==> src/rtl/lsu_pkg.sv <==
// ----------------------------------------------------------------------------
// lsu_pkg
//   Shared definitions for the load/store control stage.
//   - Access size encodings (SZ_W / SZ_H / SZ_B). The load sign/zero extender
//     uses the same encodings. The value 2'b11 is not named and decodes as a word.
//   - FSM state encoding for lsu_ctrl.
//   - is_misaligned(): natural-alignment check used by the optional trap
//     (LSU_MISALIGN_TRAP_EN).
// ----------------------------------------------------------------------------
package lsu_pkg;

    localparam logic [1:0] SZ_W = 2'b00;
    localparam logic [1:0] SZ_H = 2'b01;
    localparam logic [1:0] SZ_B = 2'b10;

    typedef enum logic [1:0] {
        ST_IDLE = 2'b00,
        ST_REQ  = 2'b01,
        ST_RSP  = 2'b10,
        ST_DONE = 2'b11
    } lsu_state_e;

    // Byte accesses are always aligned. Halfwords need addr[0]=0.
    // Words (and the 2'b11 alias) need addr[1:0]=0.
    function automatic logic is_misaligned(input logic [1:0] size,
                                           input logic [1:0] addr_lo);
        logic mis;
        case (size)
            SZ_B:    mis = 1'b0;
            SZ_H:    mis = addr_lo[0];
            default: mis = (addr_lo != 2'b00);
        endcase
        return mis;
    endfunction

endpackage : lsu_pkg

==> src/rtl/lsu_lane_align.sv <==
// ----------------------------------------------------------------------------
// lsu_lane_align
//   Purely combinational lane steering for one memory access.
//   Ports:
//     size       in  2   access size (SZ_W / SZ_H / SZ_B; 2'b11 decodes as word)
//     addr_lo    in  2   byte offset inside the 32-bit word
//     wdata      in  32  right-aligned store data
//     rdata      in  32  raw word returned by the data cache
//     be         out 4   byte enables of the addressed lanes
//     wdata_lane out 32  store data replicated across all lanes
//     rdata_lane out 32  selected lane, right-aligned, upper bits zero
//   Halfword accesses look only at addr_lo[1]. Word accesses ignore addr_lo.
// ----------------------------------------------------------------------------
module lsu_lane_align
    import lsu_pkg::*;
(
    input  logic [1:0]  size,
    input  logic [1:0]  addr_lo,
    input  logic [31:0] wdata,
    input  logic [31:0] rdata,
    output logic [3:0]  be,
    output logic [31:0] wdata_lane,
    output logic [31:0] rdata_lane
);

    logic [31:0] rd_shift_b;
    logic [31:0] rd_shift_h;

    // Shift the response down by whole bytes or halfwords. The lane mask is
    // applied below.
    assign rd_shift_b = rdata >> {addr_lo, 3'b000};
    assign rd_shift_h = rdata >> {addr_lo[1], 4'b0000};

    // NOTE: every output gets a default at the top of the block, so no path
    // through the case can leave a value unassigned and infer a latch.
    always_comb begin
        be         = 4'b1111;
        wdata_lane = wdata;
        rdata_lane = rdata;
        case (size)
            SZ_B: begin
                be         = 4'b0001 << addr_lo;
                wdata_lane = {4{wdata[7:0]}};
                rdata_lane = {24'h000000, rd_shift_b[7:0]};
            end
            SZ_H: begin
                be         = addr_lo[1] ? 4'b1100 : 4'b0011;
                wdata_lane = {2{wdata[15:0]}};
                rdata_lane = {16'h0000, rd_shift_h[15:0]};
            end
            default: begin
                be         = 4'b1111;
                wdata_lane = wdata;
                rdata_lane = rdata;
            end
        endcase
    end

endmodule : lsu_lane_align

==> src/rtl/lsu_ctrl.sv <==
// ----------------------------------------------------------------------------
// lsu_ctrl
//   Load/store control stage between execute and the data cache.
//   It takes one op from execute and issues a word-aligned request with byte
//   enables. For loads it waits for the response and right-aligns the
//   selected lane for the sign/zero extender. While an op is outstanding it
//   stalls the pipeline.
//
//   Ports:
//     clk, rst_n      clock (rising edge), asynchronous active-low reset
//     ex_valid        op present from execute
//     ex_we           1 = store, 0 = load
//     ex_size         00 word, 01 half, 10 byte, 11 treated as word
//     ex_sign         load is signed (passed through to the extender)
//     ex_addr         byte address
//     ex_wdata        right-aligned store data
//     lsu_stall       hold execute and earlier stages
//     dc_req_*        cache request (val/ack handshake, addr, we, be, wdata)
//     dc_rsp_val/data cache load response; ignored outside the RSP state
//     wb_val          one-cycle pulse, load result valid
//     wb_data         selected lane, right-aligned, unused upper bits zero
//     wb_size/wb_sign captured ex_size/ex_sign for the extender
//     misalign        one-cycle misalignment pulse
//
//   Build option LSU_MISALIGN_TRAP_EN:
//     defined   - a misaligned half or word issues no request. The FSM goes
//                 IDLE -> DONE and pulses misalign instead of wb_val.
//     undefined - misalign is tied 0. Unused low address bits are ignored.
// ----------------------------------------------------------------------------
module lsu_ctrl
    import lsu_pkg::*;
(
    input  logic        clk,
    input  logic        rst_n,

    input  logic        ex_valid,
    input  logic        ex_we,
    input  logic [1:0]  ex_size,
    input  logic        ex_sign,
    input  logic [31:0] ex_addr,
    input  logic [31:0] ex_wdata,
    output logic        lsu_stall,

    output logic        dc_req_val,
    input  logic        dc_req_ack,
    output logic [31:0] dc_req_addr,
    output logic        dc_req_we,
    output logic [3:0]  dc_req_be,
    output logic [31:0] dc_req_wdata,

    input  logic        dc_rsp_val,
    input  logic [31:0] dc_rsp_data,

    output logic        wb_val,
    output logic [31:0] wb_data,
    output logic [1:0]  wb_size,
    output logic        wb_sign,
    output logic        misalign
);

    lsu_state_e  state_q;
    lsu_state_e  state_d;

    // Op captured when it is accepted in IDLE.
    logic        we_q;
    logic [1:0]  size_q;
    logic        sign_q;
    logic [31:0] addr_q;
    logic [3:0]  be_q;
    logic [31:0] wdata_q;
    logic [31:0] wb_data_q;
    logic        trap_q;
    logic        mis_det;

    logic [1:0]  la_size;
    logic [1:0]  la_addr_lo;
    logic [3:0]  la_be;
    logic [31:0] la_wdata;
    logic [31:0] la_rdata;

    logic        accept;

    assign accept = (state_q == ST_IDLE) && ex_valid;

    // One aligner serves both directions. In IDLE it sees the incoming op
    // (byte enables and store data are registered at acceptance). Afterwards
    // it sees the captured op (load lane extraction in RSP).
    assign la_size    = (state_q == ST_IDLE) ? ex_size       : size_q;
    assign la_addr_lo = (state_q == ST_IDLE) ? ex_addr[1:0]  : addr_q[1:0];

    lsu_lane_align u_lane_align (
        .size       (la_size),
        .addr_lo    (la_addr_lo),
        .wdata      (ex_wdata),
        .rdata      (dc_rsp_data),
        .be         (la_be),
        .wdata_lane (la_wdata),
        .rdata_lane (la_rdata)
    );

`ifdef LSU_MISALIGN_TRAP_EN
    assign mis_det = is_misaligned(ex_size, ex_addr[1:0]);

    always_ff @(posedge clk or negedge rst_n) begin
        if (!rst_n) begin
            trap_q <= 1'b0;
        end else if (accept) begin
            trap_q <= mis_det;
        end
    end
`else
    assign mis_det = 1'b0;
    assign trap_q  = 1'b0;
`endif

    // ------------------------------------------------------------------
    // FSM: state register
    // ------------------------------------------------------------------
    // NOTE: sequential state uses non-blocking assignments, so every flop
    // samples the values from before the edge, whatever the block order.
    always_ff @(posedge clk or negedge rst_n) begin
        if (!rst_n) begin
            state_q <= ST_IDLE;
        end else begin
            state_q <= state_d;
        end
    end

    // ------------------------------------------------------------------
    // FSM: next-state logic
    // ------------------------------------------------------------------
    always_comb begin
        state_d = state_q;
        case (state_q)
            ST_IDLE: begin
                if (ex_valid) begin
                    state_d = mis_det ? ST_DONE : ST_REQ;
                end
            end
            ST_REQ: begin
                if (dc_req_ack) begin
                    state_d = we_q ? ST_DONE : ST_RSP;
                end
            end
            ST_RSP: begin
                if (dc_rsp_val) begin
                    state_d = ST_DONE;
                end
            end
            ST_DONE: begin
                // ex_valid is deliberately ignored here. The next op is
                // taken in IDLE one cycle later.
                state_d = ST_IDLE;
            end
            default: state_d = ST_IDLE;
        endcase
    end

    // ------------------------------------------------------------------
    // FSM: outputs
    // ------------------------------------------------------------------
    always_comb begin
        dc_req_val = (state_q == ST_REQ);
        lsu_stall  = accept || (state_q == ST_REQ) || (state_q == ST_RSP);
        wb_val     = (state_q == ST_DONE) && !we_q && !trap_q;
        misalign   = (state_q == ST_DONE) && trap_q;
    end

    // ------------------------------------------------------------------
    // Op capture and load data capture
    // ------------------------------------------------------------------
    // NOTE: every register here has a defined reset value. The request and
    // writeback fields are visible outputs and must read 0 out of reset.
    always_ff @(posedge clk or negedge rst_n) begin
        if (!rst_n) begin
            we_q      <= 1'b0;
            size_q    <= SZ_W;
            sign_q    <= 1'b0;
            addr_q    <= '0;
            be_q      <= '0;
            wdata_q   <= '0;
            wb_data_q <= '0;
        end else begin
            if (accept) begin
                we_q    <= ex_we;
                size_q  <= ex_size;
                sign_q  <= ex_sign;
                addr_q  <= ex_addr;
                be_q    <= la_be;
                wdata_q <= la_wdata;
            end
            if ((state_q == ST_RSP) && dc_rsp_val) begin
                wb_data_q <= la_rdata;
            end
        end
    end

    // Request fields come straight from registers. They stay stable for the
    // whole REQ state, however long the cache takes to ack.
    assign dc_req_addr  = {addr_q[31:2], 2'b00};
    assign dc_req_we    = we_q;
    assign dc_req_be    = be_q;
    assign dc_req_wdata = wdata_q;

    assign wb_data = wb_data_q;
    assign wb_size = size_q;
    assign wb_sign = sign_q;

endmodule : lsu_ctrl

==> config.mk <==
export PLATFORM = sky130hd
export DESIGN_NAME = lsu_ctrl
export DESIGN_NICKNAME = d
export VERILOG_FILES = /design/src/rtl/lsu_pkg.sv /design/src/rtl/lsu_lane_align.sv /design/src/rtl/lsu_ctrl.sv
export SDC_FILE = /design/constraint.sdc
export NUM_CORES = 1
export LEC_CHECK = 0
export CAP_MARGIN = 25
export CORE_ASPECT_RATIO = 1.25
export CORE_MARGIN = 2
export CORE_UTILIZATION = 48
export CTS_CLUSTER_DIAMETER = 80
export DETAILED_ROUTE_END_ITERATION = 6
export MAX_ROUTING_LAYER = met4
export PLACE_DENSITY = 0.87
export SKIP_CTS_REPAIR_TIMING = 1
export SLEW_MARGIN = 20
export SYNTH_ARGS = -nofsm -noshare
export SYNTH_HDL_FRONTEND = slang
export SYNTH_SLANG_ARGS = --single-unit
==> constraint.sdc <==
create_clock -name clk -period 6.7 [get_ports clk]
set_input_delay 1.34 -clock clk [delete_from_list [all_inputs] [get_ports clk]]
set_output_delay 1.34 -clock clk [all_outputs]
set_load 0.01 [all_outputs]
# Word level (Yosys, flattened, before mapping)
# Cells that the tools add are included.
[op_classes] multipliers=0 div_mod_pow=0 n_eq_ne=8 order_cmp=0 shifts=3 muxes=11 n_reduce_logical=8 n_addsub=0 n_bitwise=0
[ops] cell="case mux 32 bit (2 select lines)" count=2
[ops] cell=">> shifter 32 x 5 -> 16 bit" count=1
[ops] cell=">> shifter 32 x 5 -> 8 bit" count=1
[ops] cell="2-to-1 mux 2 bit" count=5
[ops] cell="case mux 2 bit (4 select lines)" count=1
[ops] cell="case mux 4 bit (2 select lines)" count=1
[ops] cell="equality test 2 bit, second input constant" count=3
[ops] cell="equality test 2 x 1 -> 1 bit, second input constant" count=2
[ops] cell="2-to-1 mux 4 bit" count=1
[ops] cell="!= test 2 bit, second input constant" count=2
[ops] cell="<< shifter 1 x 2 -> 4 bit, first input constant" count=1
[ops] cell="logical AND 1 bit" count=3
[ops] cell="AND reduction 3 bit" count=1
[ops] cell="zero test 2 bit" count=1
[ops] cell="logical OR 1 bit" count=2
[ops] cell="!= test 2 x 1 -> 1 bit, second input constant" count=1
[ops] cell="zero test 1 bit" count=1
[ops] cell="2-to-1 mux 1 bit" count=1
[totals] ramBits=0 latch_bits=0 out_inout_bits=108 regBits=106 mem_bits_ro=0 wordCells=38 mem_count=0

# Depth between registers and ports, before layout
# Gate-level depths: netlist of the first run.
[logic_depth] ltp_word=4 mapped_depth=11

# By module
# From an unflattened synthesis of the first run, not the netlist that was laid out.
[unflattened] hier_cells=439 area_unflattened_um2=5776.8
[modules_own_cells] mod="lsu_ctrl" cells_each=280 instances=1 area_each_um2=4725.8
[modules_own_cells] mod="lsu_lane_align" cells_each=159 instances=1 area_each_um2=1051.0

# Least setup slack after synthesis of the first run
# OpenSTA, ideal clock, no wires.
[synth_path] path_kind="input port to output port" start="input port ex_valid" end="output port lsu_stall" arrival_time_ns=1.965 path_buffers=1 stages=3 slack_ns=3.395 path_cell_list="and2_1 > buf_2 > or3_1"
[synth_between] elab_chain_cells=3
[synth_rtl] item="start, declared" line_no="lsu_ctrl.sv:36" rtl="input logic ex_valid,"
[synth_rtl] item="logical AND 1 bit" line_no="lsu_ctrl.sv:83" rtl="assign accept = (state_q == ST_IDLE) && ex_valid;"
[synth_rtl] item="logical OR 1 bit (2 in a row)" line_no="lsu_ctrl.sv:164" rtl="lsu_stall = accept || (state_q == ST_REQ) || (state_q == ST_RSP);"
[synth_rtl] item="end, declared" line_no="lsu_ctrl.sv:42" rtl="output logic lsu_stall,"
# No other way between the ends.

# Final worst setup path of the first run
# Same ends and word-level chain as after synthesis.

==> summary.md, run 1 <==
| Metric | Value |
|---|---|
| Status | complete, no violations |
| Total leakage power | 3.35 nW |
| Largest net degree at the start of global routing | about 80 |
| WHS | 0.467 ns |
| Initial DRC count | around 250 |
| VDD IR max | 290 µV |
| Dpl cell area | 0.00727 mm² |
| Worst setup margin | 2.06 ns |
| Max Transition Viols Final | 0 |
| Dpl ws | 2.03 ns |
| Core Util, Final | 68.4% |
| Die Y | 123 µm |
| Worst Tran Pin Value | around 0.97 ns |
| Maximum root-to-sink buffer count | 2 |
| GRT Resource Usage Total | around 27% |
| Vias in the first global route | 5158 |
| Drt wl/cell | 18.1 µm |
| Synth cell count leaders | 171 x nand2_1, 106 x dfrtp_1, 51 x nor2_1 |
| Nets@finish | 873 |
| Synth Instances | roughly 610 |
| Root Buffer | clkbuf_16 |
| Setup TNS Final | 0 ns |
| Worst-path maximum fanout | 72 |
| Final std cells w/o fill | between 900 and 1000 |
| Chip width | 98.9 µm |
| Startpoint Class | input pin |
| Post-synth top flop | dfrtp_1 |
| Synth Cell Area | about 0.0054 mm² |
| Design Power | 3.75 mW |
| Tmin final | 4.64 ns |
| Layout cells sized above 1 | 6.65% |
| Tcrit/Tclk final | 69.3% |
| Post-route cell area | 0.00755 mm² |
| Final HPWL DP | 11.6 mm |
| Async set-reset flop share out of synthesis | 100% |
| Row Count | 43 |
| Critical Path AT | about 3.3 ns |
| Max Cap Viol | 0 |
| Port bufs | 209 |
| Yosys warns | 0 |
| Die area | 0.0121 mm² |
| Relative slew slack | 34.0% |
| Post-route ant nets | 0 |
| Worst setup EP type | output pin |
| Remaining Overflow, GRT | 0 |
| Initial antenna violation count | 0 |
| CORE AREA | 0.0110 mm² |
| Global-route wire length before repair | ~25 mm |
| Synthesized flop and latch total | roughly 110 |
| Sink Count | 106 |
| Clk pin slew, worst setup/hold paths | 0.07 ns |
| Sequential share of the synthesized area | 49.1% |
| Synth top area share | 49.1% |
| Gpl congestion | approximately 0.87 |
| Syn avg cell area | 8.85 µm² |
| Critical path class | in -> out |
| Area growth, synth to finish | 39.6% |
| Initial core utilization | 49.0% |
| Max H-tree Level | 3 |
| Post-synth EDFFs | 0 |
| Post-route DRC | 0 |
| Hold Vio Cnt, Final | 0 |
| Dominant cell by count in the synthesized netlist | nand2_1 |
| Final setup vio count | 0 |
| Via-per-instance ratio | 5.66 |
| WP data required | 5.36 ns |
| Clock latency at the later pin of the worst-skew pair | 0.34 ns |
| Pwr Density | 497 mW/mm² |
| Total Wirelength | 16.4 mm |
| Cell taking the most area after synthesis | dfrtp_1 |
| RSZ-0062 raised after global routing | no |
| Hold Path Class | reg -> reg |
| DRT Pass-1 Iters | 5 |
| DR vias | 5101 |
| Filler cells | 862 |
| Diodes inserted | 0 |
| Inserted Clock Buffers | 9 |
| Distinct cells, synth | 39 |
| Top post-synthesis cells by area | dfrtp_1 49%, nand2_1 12%, buf_4 4.7% |
| Peak Freq | 215 MHz |
| CTS tree | built |
| Ports | 213 |
| Cells after DPL | roughly 900 |
| Clock skew | 0.00933 ns |
[layer usage]
metal	track usage [%]	wire [µm]
met1	31.3	6040
met2	44.5	8310
met3	7.69	1570
met4	9.93	436
met5	-	0
[cell type report]
class | instances | area (µm²) | share of cell area [%]
Clock buffer | 11 | 233 | 3.08
Timing Repair Buffer | 215 | 2140 | 28.4
Tap cell | 135 | 169 | 2.24
Multi-Input combinational cell | 422 | 2280 | 30.2
Sequential cell | 106 | 2650 | 35.1
Clock inverter | 5 | 38.8 | 0.514
Inverter | 8 | 30.0 | 0.398
[layout by cell type, fill, tap and decap left out, types with 5 or more instances in the layout]
master and instances:
a21o_1 8, mux2_4 6, clkbuf_16 9, inv_1 8, nor2b_1 9, nand3_1 18
nand2_1 170, a221oi_1 14, o22ai_1 16, dfrtp_1 106, nor2_1 51, o221ai_1 8
o211ai_1 8, clkdlybuf4s50_1 208, buf_4 5, o21ai_0 19, a21oi_1 47, mux2_2 13
ha_1 5
[sequential cells by signal, summed over array words and instances (netlist names)]
register	count
addr_q	32
dc_req_wdata	32
wb_data	32
dc_req_be	4
state_q	2
wb_size	2
dc_req_we	1
wb_sign	1
[worst paths after layout]
check / startpoint / end / slack, ns / depth (start not counted)
max: ex_valid / lsu_stall / 2.06 / 5
min: wb_data[22] / wb_data[22] / 0.47 / 2
max reg2reg: state_q[0] / wb_data[3] / 3.34 / 9
min reg2reg: wb_data[22] / wb_data[22] / 0.47 / 2
max in group asynchronous: rst_n / wb_data[14] / 4.72 / 2
min in group asynchronous: rst_n / addr_q[4] / 0.92 / 1
[kinds of logic (layout without fill, tap and decap cells)]
family / after synthesis / in the layout / share of synthesized area [%]
AOI/OAI and AO/OA: 131 / 131 / 15.8
adders and majority gates: 6 / 6 / 1.39
buffers and inverters: 85 / 239 / 8.98
DFF: 106 / 106 / 49.1
muxes: 21 / 21 / 4.81
other: 1 / 3 / 0.0694
and+or+nand+nor: 261 / 261 / 19.9
[critical path, stage by stage]
cell and delay, ns:
clkdlybuf4s50_1 0.52, and2_2 0.16, buf_4 0.54, or3_1 0.20
clkdlybuf4s50_1 0.54
[power by group]
group | total (mW) | internal, mW | switching [mW] | leakage (nW)
Combinational | 2.11 | 0.989 | 1.13 | 1.94
Sequential | 1.14 | 0.950 | 0.189 | 1.28
Clock | 0.499 | 0.256 | 0.243 | 0.131
No activity file was read; power rests on OpenSTA's default activity.
==> run 2, diff against run 1 <==
- CORE_UTILIZATION: 48 -> 44
- PLACE_DENSITY: 0.87 -> 0.81
- clock period: 6.7 -> 4.81 ns (I/O delays scaled with it)
==> run 2 against run 1 <==
  * Register-to-register slack got worse by 1.6 ns
  * Via count fell by 2.4%
  * Critical path type unchanged
  * Global-route usage decreased by 2.5 points
  * Sequential cell count stayed put
  * Total power increased by 39%
  * Highest routed layer unchanged
==> summary.md, run 2 (synthesis gave the netlist of run 1 again) <==
| Metric | Value |
|---|---|
| Hold Vio Cnt, Final | 0 |
| Multi-input logic area | approximately 0.0023 mm² |
| Ports | 213 |
| WP data required | 3.85 ns |
| Crit-path leading delay family | buffers and inverters |
| Die Y | 128 µm |
| Final HPWL DP | 11.5 mm |
| Nets@finish | 875 |
| WP buf/inv | 2 |
| DRT Pass-1 Iters | 5 |
| Highest-count cells in the layout ignoring fill and taps | 208 x clkdlybuf4s50_1, 170 x nand2_1, 106 x dfrtp_1 |
| Clk pin slew, worst setup/hold paths | 0.07 ns |
| Worst setup EP type | output pin |
| Dpl ws | roughly 1.4 ns |
| Design Power | roughly 5.2 mW |
| Critical path class | in -> out |
| Initial core utilization | between 40 and 50% |
| Sink Count | 106 |
| Worst Tran Pin Value | 0.903 ns |
| Layout cells sized above 1 | 7.02% |
| Core Util, Final | roughly 63% |
| Root Buffer | clkbuf_16 |
| Clock skew | 0.00396 ns |
| Relative slew slack | between 30 and 40% |
| Setup TNS Final | 0 ns |
| Max Transition Viols Final | 0 |
| Remaining Overflow, GRT | 0 |
| Initial antenna violation count | 0 |
| Area growth, synth to finish | 40.9% |
| Clock latency at the later pin of the worst-skew pair | 0.34 ns |
| Cells along the critical path | clkdlybuf4s50_1 > and2_2 > or3_1 > clkdlybuf4s50_1 |
| Drt wl/cell | 16.9 µm |
| RSZ-0062 raised after global routing | no |
| Post-route ant nets | 0 |
| Die area | 0.0132 mm² |
| Max Cap Viol | 0 |
| Final setup vio count | 0 |
| CP max-delay cell | clkdlybuf4s50_1 |
| Inserted Clock Buffers | 9 |
| Worst setup margin | 1.44 ns |
| Largest net degree at the start of global routing | 83 |
| Startpoint Class | input pin |
| Hold Path Class | reg -> reg |
| Total Wirelength | between 15 and 20 mm |
| GRT Resource Usage Total | 24.4% |
| Vias in the first global route | 5006 |
| Total leakage power | around 3.4 nW |
| CORE AREA | 0.0120 mm² |
| Chip width | 103 µm |
| Filler cells | between 1000 and 1500 |
| Diodes inserted | 0 |
| Tmin final | 3.37 ns |
| Most common cell after layout, fill and taps aside | clkdlybuf4s50_1 |
| Maximum root-to-sink buffer count | 2 |
| Critical Path AT | between 2 and 2.5 ns |
| VDD IR max | 396 µV |
| Peak Freq | 297 MHz |
| Max H-tree Level | 3 |
| DR vias | around 5000 |
| CTS tree | built |
| Initial DRC count | 201 |
| Port bufs | 209 |
| Tcrit/Tclk final | 70.1% |
| Via-per-instance ratio | 5.34 |
| Pwr Density | 686 mW/mm² |
| WHS | ~0.47 ns |
| Row Count | 45 |
| Global-route wire length before repair | about 24 mm |
| Most frequent CP cell | clkdlybuf4s50_1 |
| Gpl congestion | around 0.84 |
| FF+latch area | approximately 0.0027 mm² |
| Status | complete, no violations |
| Post-route DRC | 0 |
| Max incr delay on CP | 0.49 ns |
| Worst-path maximum fanout | 3 |
[run 2: stage by stage]
| stage | cells | cell area (µm²) |
|---|---|---|
| after global routing | 933 | 7620 |
| after floorplan | 613 | 5410 |
| after detailed placement | 917 | 7330 |
| after global placement | 916 | 7310 |
| after CTS | 933 | 7610 |
| final | 933 | 7620 |
[run 2: path summary, 6_finish.rpt]
path	startpoint	to	slack, ns	cells after the start
worst max-delay path	ex_valid	lsu_stall	1.44	4
worst min-delay path	wb_data[24]	wb_data[24]	0.47	2
worst max register to register	state_q[0]	wb_data[6]	1.71	9
worst min register to register	wb_data[24]	wb_data[24]	0.47	2
max in group asynchronous	rst_n	wb_data[25]	3.36	2
min in group asynchronous	rst_n	dc_req_we	0.65	1
[run 2: layout make-up]
class,instances,area share [%]
flip-flops and latches,106,34.8
multi-input cells,422,30.0
repair buffers,217,28.4
clock buffers,10,3.01
well taps,164,2.69
clock inverters,6,0.756
inverters,8,0.394
[run 2: report_power, final]
group          internal (mW)  switching [mW]
clock                  0.400           0.324
sequential              1.32           0.264
combinational           1.39            1.52
[run 2: worst register-to-register path: cells and delay by family (launching register included)]
kind	cells	cell delay [ns]
muxes	2	0.70
and+or+nand+nor	1	0.10
buffers and inverters	2	0.46
adders and majority gates	2	0.90
DFF	1	0.44
AOI/OAI and AO/OA	2	0.37
[run 2: metal layers]
layer | part of all wire, % | global-route usage [%]
met5 | 0 | -
met3 | 7.9 | 6.00
met2 | 50 | 40.3
met1 | 39 | 28.6
met4 | 2.7 | 9.06
==> run 3, diff against run 2 <==
- clock period: 4.81 -> 3.4 ns (I/O delays scaled with it)
==> run 3 against run 2 <==
  * Core utilization is 0.93 points higher
  * Largest power group unchanged
  * Total power is 47% higher
  * First-iteration DRC count stayed put
  * Non-clock buffer count is 5 higher
==> summary.md, run 3 (synthesis gave the netlist of run 1 again) <==
| Metric | Value |
|---|---|
| Status | complete, no violations |
| Area growth, synth to finish | 43.0% |
| Hold Vio Cnt, Final | 0 |
| Cells after DPL | 922 |
| Tmin final | 3.04 ns |
| Relative slew slack | 37.4% |
| Post-route cell area | about 0.0077 mm² |
| Max Cap Viol | 0 |
| WHS | 0.361 ns |
| DR vias | 5044 |
| Sink Count | 106 |
| Port bufs | 209 |
| Critical Path AT | between 2 and 2.5 ns |
| Total Wirelength | ~16 mm |
| Crit-path leading delay family | buffers and inverters |
| Final HPWL DP | 11.8 mm |
| Diodes inserted | 0 |
| Worst setup EP type | output pin |
| Sequential power share | 29.2% |
| CTS tree | built |
| Initial antenna violation count | 0 |
| Chip width | ~100 µm |
| Final setup vio count | 0 |
| Worst-path maximum fanout | 8 |
| Post-route DRC | 0 |
| Switch Pwr | 3.07 mW |
| VDD IR max | between 400 and 500 µV |
| Inserted Clock Buffers | 9 |
| Maximum root-to-sink buffer count | 2 |
| Ports | approximately 210 |
| Vias in the first global route | 5108 |
| Sw Ratio | 39.9% |
| Remaining Overflow, GRT | 0 |
| Highest-count cells in the layout ignoring fill and taps | 208 x clkdlybuf4s50_1, 170 x nand2_1, 106 x dfrtp_1 |
| Layout cells sized above 1 | under 10% |
| Final std cells w/o fill | 938 |
| WP buf/inv | 3 |
| Clock skew | 0.00412 ns |
| Cells along the critical path | inv_1 > ha_1 > buf_4 > and2_2 > or3_1 > clkdlybuf4s50_1 |
| Initial core utilization | 44.9% |
| GRT Resource Usage Total | approximately 25% |
| Largest net degree at the start of global routing | 72 |
| Startpoint Class | flip-flop |
| RSZ-0062 raised after global routing | no |
| WP data required | 2.72 ns |
| CORE AREA | 0.0120 mm² |
| Reg-to-Reg Start | state_q[0] |
| Pwr Density | about 1000 mW/mm² |
| Root Buffer | clkbuf_16 |
| Global-route wire length before repair | 24.9 mm |
| Most common cell after layout, fill and taps aside | clkdlybuf4s50_1 |
| Path depth of the worst reg2reg path | 8 |
| Peak Freq | 329 MHz |
| Post-route ant nets | 0 |
| Initial DRC count | 201 |
| Critical R2R Capture | wb_data[8] |
| Max incr delay on CP | 0.49 ns |
| Drt wl/cell | about 17 µm |
| Clock latency at the later pin of the worst-skew pair | 0.34 ns |
| Multi-input logic area | 0.00228 mm² |
| Tcrit/Tclk final | 89.5% |
| Nets@finish | 880 |
| Die area | 0.0132 mm² |
| Dpl cell area | 0.00738 mm² |
| Logic pwr share | between 50% and 60% |
| Critical path class | reg -> out |
| Total leakage power | 3.42 nW |
| Setup crit start | state_q[0] |
| Max H-tree Level | 3 |
| Cell internal pwr | between 4 and 5 mW |
| Worst Tran Pin Value | 0.937 ns |
| Setup TNS Final | 0 ns |
| Clk pwr share | 15.8% |
| Die Y | about 130 µm |
| FF+latch area | 0.00265 mm² |
| Row Count | 45 |
| Hold Path Class | in -> async |
| Worst R2R Setup Slack | 0.49 ns |
| Via-per-instance ratio | approximately 5.4 |
| Gpl congestion | 0.857 |
| DRT Pass-1 Iters | 5 |
| Clk pin slew, worst setup/hold paths | 0.07 ns |
| Filler cells | 1031 |
| CP max-delay cell | clkdlybuf4s50_1 |
| Max Transition Viols Final | 0 |
[run 3: cell count changes in the layout (fill, tap and decap cells not counted), sizes merged]
cell / previous run / this run
bufinv: 1 / 3
clkbuf: 10 / 9
buf: 9 / 14
clkinv: 4 / 1
inv: 8 / 10
[run 3: worst reg2reg max path: cells and delay by family (launching register included)]
family | cells | cell delay (ns)
fa+ha+maj | 2 | 1.06
flops | 1 | 0.44
mux | 1 | 0.40
simple gates | 2 | 0.36
compound gates | 1 | 0.31
buf+inv | 2 | 0.23
[run 3: how the worst max path moves through the flow]
| stage | endpoint | slack (ns) | depth (start not counted) |
|---|---|---|---|
| floorplan | dc_req_be[2] | 0.83 | 10 |
| global placement | wb_data[11] | 0.46 | 7 |
| detailed placement | wb_data[12] | 0.36 | 7 |
| CTS | lsu_stall | 0.34 | 6 |
| global route | wb_data[11] | 0.21 | 8 |
| finish | lsu_stall | 0.36 | 6 |
[run 3: power by group through the flow]
| stage | Combinational [mW] | Sequential, mW | Clock, mW |
|---|---|---|---|
| after global placement | 4.09 | 2.23 | 0 |
| after detailed placement | 4.22 | 2.26 | 0 |
| after global routing | 4.59 | 2.32 | 1.28 |
| after CTS | 4.24 | 2.25 | 1.24 |
| after floorplan | 2.36 | 2.39 | 0 |
| final | 4.23 | 2.25 | 1.22 |
[run 3: layout make-up]
| type | instances | share of cell area [%] |
|---|---|---|
| inverter | 8 | 0.388 |
| timing repair buffer | 222 | 28.6 |
| tap | 164 | 2.65 |
| clock buffer | 9 | 2.91 |
| sequential | 106 | 34.3 |
| multi-input combinational | 422 | 29.5 |
| clock inverter | 7 | 1.60 |
[run 3: metrics by stage]
stage / setup slack [ns] / power (mW) / utilization, %
floorplan: 0.833 / 4.75 / -
global placement: 0.457 / 6.32 / 61.3
detailed placement: 0.355 / 6.48 / 61.3
CTS: 0.336 / 7.72 / 64.2
global route: 0.213 / 8.19 / 64.2
finish: 0.358 / 7.70 / 64.2
[run 3: metal layers]
| metal | track usage, % | up-vias | routed length (µm) |
|---|---|---|---|
| met5 | - | - | 0 |
| met4 | 12.1 | 0 | 601 |
| met3 | 4.03 | 39 | 1150 |
| met2 | 40.6 | 240 | 8110 |
| met1 | 30.0 | 2424 | 6260 |
| li1 | - | 2341 | - |
